`src/rtl/mem_arbiter.sv`:
```
// mem_arbiter: shares one single-port memory between an instruction-fetch port and a data port.
// Define ARB_RR_EN for round-robin arbitration; the default is D priority with an I starvation guard.
module mem_arbiter #(
  parameter int ADDR_W     = 32,
  parameter int DATA_W     = 32,
  parameter int STARVE_MAX = 4
) (
  input  logic              clk,
  input  logic              rst,
  input  logic              inst_req,
  input  logic [ADDR_W-1:0] inst_adr,
  output logic [DATA_W-1:0] inst,
  output logic              inst_ack,
  input  logic              d_req,
  input  logic              d_we,
  input  logic [ADDR_W-1:0] data_adr,
  input  logic [DATA_W-1:0] data_out,
  output logic [DATA_W-1:0] data_in,
  output logic              d_ack,
  output logic              mem_req,
  output logic              mem_we,
  output logic [ADDR_W-1:0] mem_adr,
  output logic [DATA_W-1:0] mem_wdata,
  input  logic [DATA_W-1:0] mem_rdata,
  input  logic              mem_ready,
  output logic              stall
);

  typedef enum logic [2:0] {IDLE, GNT_I, GNT_D, RSP_I, RSP_D} state_t;

  state_t state;
  logic   grant_d;

`ifdef ARB_RR_EN
  logic last_grant_d;

  always_comb begin
    grant_d = d_req;
    if (inst_req && d_req) grant_d = !last_grant_d;
  end
`else
  logic [2:0] starve_cnt;

  // D wins a tie unless it has already taken STARVE_MAX grants while I waited
  always_comb begin
    grant_d = d_req;
    if (inst_req && d_req) grant_d = (starve_cnt != 3'(STARVE_MAX));
  end
`endif

  assign stall = (inst_req & ~inst_ack) | (d_req & ~d_ack);

  always_ff @(posedge clk) begin
    if (!rst) begin
      state     <= IDLE;
      mem_req   <= 1'b0;
      mem_we    <= 1'b0;
      mem_adr   <= '0;
      mem_wdata <= '0;
      inst      <= '0;
      data_in   <= '0;
      inst_ack  <= 1'b0;
      d_ack     <= 1'b0;
`ifdef ARB_RR_EN
      last_grant_d <= 1'b0;
`else
      starve_cnt   <= 3'd0;
`endif
    end else begin
      inst_ack <= 1'b0;
      d_ack    <= 1'b0;
      case (state)
        IDLE: begin
`ifdef ARB_RR_EN
          if (inst_req || d_req) last_grant_d <= grant_d;
`else
          if (!inst_req || !grant_d) starve_cnt <= 3'd0;
          else if (starve_cnt != 3'd7) starve_cnt <= starve_cnt + 3'd1;
`endif
          if (inst_req || d_req) begin
            mem_req <= 1'b1;
            if (grant_d) begin
              state     <= GNT_D;
              mem_adr   <= data_adr;
              mem_we    <= d_we;
              mem_wdata <= data_out;
            end else begin
              state     <= GNT_I;
              mem_adr   <= inst_adr;
              mem_we    <= 1'b0;
              mem_wdata <= '0;
            end
          end
        end
        GNT_I: begin
          if (mem_ready) begin
            mem_req  <= 1'b0;
            inst     <= mem_rdata;
            inst_ack <= 1'b1;
            state    <= RSP_I;
          end
        end
        GNT_D: begin
          // a write still acks, but data_in keeps the last read value
          if (mem_ready) begin
            mem_req <= 1'b0;
            if (!mem_we) data_in <= mem_rdata;
            d_ack   <= 1'b1;
            state   <= RSP_D;
          end
        end
        RSP_I, RSP_D: state <= IDLE;
        default:      state <= IDLE;
      endcase
    end
  end

endmodule

```
`config.mk`:
```
export PLATFORM = sky130hd
export DESIGN_NAME = mem_arbiter
export DESIGN_NICKNAME = d
export VERILOG_FILES = /design/src/rtl/mem_arbiter.sv
export SDC_FILE = /design/constraint.sdc
export NUM_CORES = 1
export LEC_CHECK = 0
export ABC_CLOCK_PERIOD_IN_PS = 1900
export BUFFER_PORTS_ARGS = -buffer_cell sky130_fd_sc_hd__buf_2
export CAP_MARGIN = 25
export CELL_PAD_IN_SITES_DETAIL_PLACEMENT = 0
export CELL_PAD_IN_SITES_GLOBAL_PLACEMENT = 1
export CORE_MARGIN = 1
export CORE_UTILIZATION = 33
export CTS_CLUSTER_SIZE = 14
export DETAILED_ROUTE_END_ITERATION = 12
export PLACE_DENSITY = 0.76
export SLEW_MARGIN = 20
export SYNTH_ARGS = -nofsm -noshare
export SYNTH_HDL_FRONTEND = slang
export SYNTH_SLANG_ARGS = --single-unit
```
`constraint.sdc`:
```
create_clock -name clk -period 1.9 [get_ports clk]
set_input_delay 0.38 -clock clk [delete_from_list [all_inputs] [get_ports clk]]
set_output_delay 0.38 -clock clk [all_outputs]
set_load 0.005 [all_outputs]
```
==> results_dict.tcl <==
set metrics [dict create \
    ys_warn_count 0 \
    worstSetupPathType "flop to flop" \
    grt_pass1_vias 5311 \
    drive_above_1_share_pct 34.9 \
    startpoint_type "flop" \
    io_pins 267 \
    h-tree-depth 4 \
    clk_latency_ps 410 \
    first_pass_iters 4 \
    avgViaCountPerCell 4.97 \
    outcome "finished clean" \
    synth_nets 825 \
    postCtsHoldBufs 0 \
    power_mw 8.11 \
    drt_iter0_drc 328 \
    grt_pass1_wl_mm 27.4 \
    path_clk_slew_ps 60 \
    grt_setup_unrepaired "no" \
    post-route-period-util_pct 88.4 \
    synth_cells 688 \
    vias 5748 \
    post_drt_wl_per_cell_um 15.3 \
    dp.cells 1127 \
    netlist_area_um2 5860 \
    synthDistinctLibCells 40 \
    postCtsSetupBuffers 0 \
    gpl.final_weighted_congestion 0.739 \
    num-fill-cells 1753 \
    grt_max_degree 69 \
    setup_viol 0 \
    layout_min_cycle_time_ps 1680 \
    core_um2 17300 \
    synth_seq_area_share_pct 47.1 \
    irDropWorstVdd_mv 0.596 \
    die_h_um 135 \
    slew_viol_final 0 \
    worst_slew_pin_slew_ps 391 \
    setup_tns_ps 0 \
    cts_tree "yes" \
    antenna_found_initial 0 \
    fin_skew_ps 11.7 \
    port_buffers 266 \
    hold_viol_final 0 \
    max_cap_violations 0 \
    dp_hpwl_mm 11.7 \
    register_area_um2 2760 \
    power.density_nw_per_um2 1010 \
    area_delta_synth_final_pct 36.9 \
    totalWireLength_mm 17.7 \
    clockRootBuffer "clkbuf_16" \
    layout.cells.non_filler 1156 \
    die_w_um 135 \
    synthArstFlopShare_pct 0 \
    clockBufferDepth 2 \
    nets 1058 \
    antenna_cells_inserted 0 \
    cts_buffers 17 \
    row_count 48 \
    ys_ff_latch 138 \
    min_path_type "input port to flop" \
    die-area_um2 18300 \
    leakage_nw 3.72 \
    worstPathMaxFanout 38 \
    synth_edf_count 0 \
    initial_core_util_pct 33.9 \
    drc_errors 0 \
    worstPathRequired_ps 2200 \
    ant_nets 0 \
    postSynthAreaPerCell_um2 8.52 \
    fmax_ghz 0.596 \
    track_usage_pct 18.9 \
    cts.sinks 138 \
    cts_resized 0 \
    cp.arrival_ps 1980 \
    yosys_most_used_dff "dfxtp_1" \
    cp-end-kind "flop" \
    relSlewSlack_pct 73.9 \
    multi_input_area_um2 2720 \
    grt_overflow_total 0 \
]
-- registers in the layout, indices dropped and copies added, names as in the netlist --
| name | cells |
|---|---|
| state | 3 |
| mem_we | 1 |
| data_in | 32 |
| mem_req | 1 |
| mem_wdata | 32 |
| mem_adr | 32 |
| d_ack | 1 |
| inst_ack | 1 |
| starve_cnt | 3 |
| inst | 32 |
-- placed cells by master (no fill, tap or decap), types with 6 or more instances in the layout --
cell	n
buf_2	265
dfxtp_1	138
nand2_1	133
a21oi_1	64
o22ai_1	33
nand3_1	33
o21ai_0	33
a21boi_0	32
and3_1	32
o21bai_1	32
o311a_1	32
clkbuf_16	17
buf_4	14
buf_12	10
inv_1	7
nor2_1	6
-- cells by family (layout without fill, tap and decap cells) --
group           Yosys count  after routing  share of synthesized area [%]
compound gates          239            239                           27.4
xor+xnor                  1              1                          0.150
fa+ha+maj                 3              3                          0.641
buf+inv                  83            326                           6.68
flops                   138            138                           47.1
simple gates            224            224                           18.0
-- power by group --
group	switching (mW)	internal, mW
clock network	1.21	2.15
registers	0.124	3.15
logic	0.783	0.691
total	2.12	5.99
-- through the flow --
stage	worst slack, ps	hold WS (ps)	instance area [µm²]	util, %
after global placement	183	439	7430	42.9
final	221	212	8020	46.4
after floorplan	328	453	5860	-
after global routing	75.7	200	8020	46.4
after CTS	212	196	8020	46.4
after detailed placement	189	443	7430	42.9
-- final cells by class --
cell class | instances | area share, %
Multi-Input combinational cell | 467 | 33.9
Clock inverter | 7 | 1.47
Inverter | 8 | 0.374
Sequential cell | 138 | 34.4
Timing Repair Buffer | 289 | 20.3
Tap cell | 225 | 3.51
Clock buffer | 22 | 5.91
-- worst paths after layout --
path | start | to | slack (ps) | cells past startpoint
max | starve_cnt[0] | mem_adr[0] | 220 | 6
min | mem_rdata[16] | inst[16] | 210 | 3
max reg2reg | starve_cnt[0] | mem_adr[0] | 220 | 6
min reg2reg | inst[1] | inst[1] | 450 | 2
-- per-layer routing --
| metal | track usage [%] | share of wire (%) | vias to the layer above | wire, µm |
|---|---|---|---|---|
| li1 | - | - | 2918 | - |
| met1 | 25.0 | 46 | 2648 | 8200 |
| met2 | 29.6 | 47 | 167 | 8320 |
| met3 | 4.75 | 5.2 | 15 | 925 |
| met4 | 6.49 | 1.5 | 0 | 267 |
| met5 | 0 | 0 | - | 0 |
-- worst max-delay path: stages, from the launching register on --
cell,delay (ps)
dfxtp_1,390
inv_1,60
ha_1,220
nand3_2,230
buf_12,220
a21boi_0,130
o311a_1,330
-- synthesized netlist by cell type (2+ instances only) --
library cell,n,area (µm²)
nand3b_1,2,15.0
o21bai_1,32,240
nand4bb_1,2,22.5
clkbuf_1,50,188
o21a_1,3,22.5
and3_1,32,200
o211a_1,2,20.0
nand2b_1,3,18.8
inv_1,7,26.3
o21ai_0,33,165
a21boi_0,32,240
nand2_1,133,499
o311a_1,32,320
a21oi_1,64,320
nor4_1,3,18.8
nand3_1,33,165
o32ai_1,3,26.3
dfxtp_1,138,2760
o22ai_1,33,206
ha_1,3,37.5
nor2_1,7,26.3
buf_6,5,56.3
buf_4,7,52.6
buf_2,13,65.1
No activity file was read; power rests on OpenSTA's default activity.
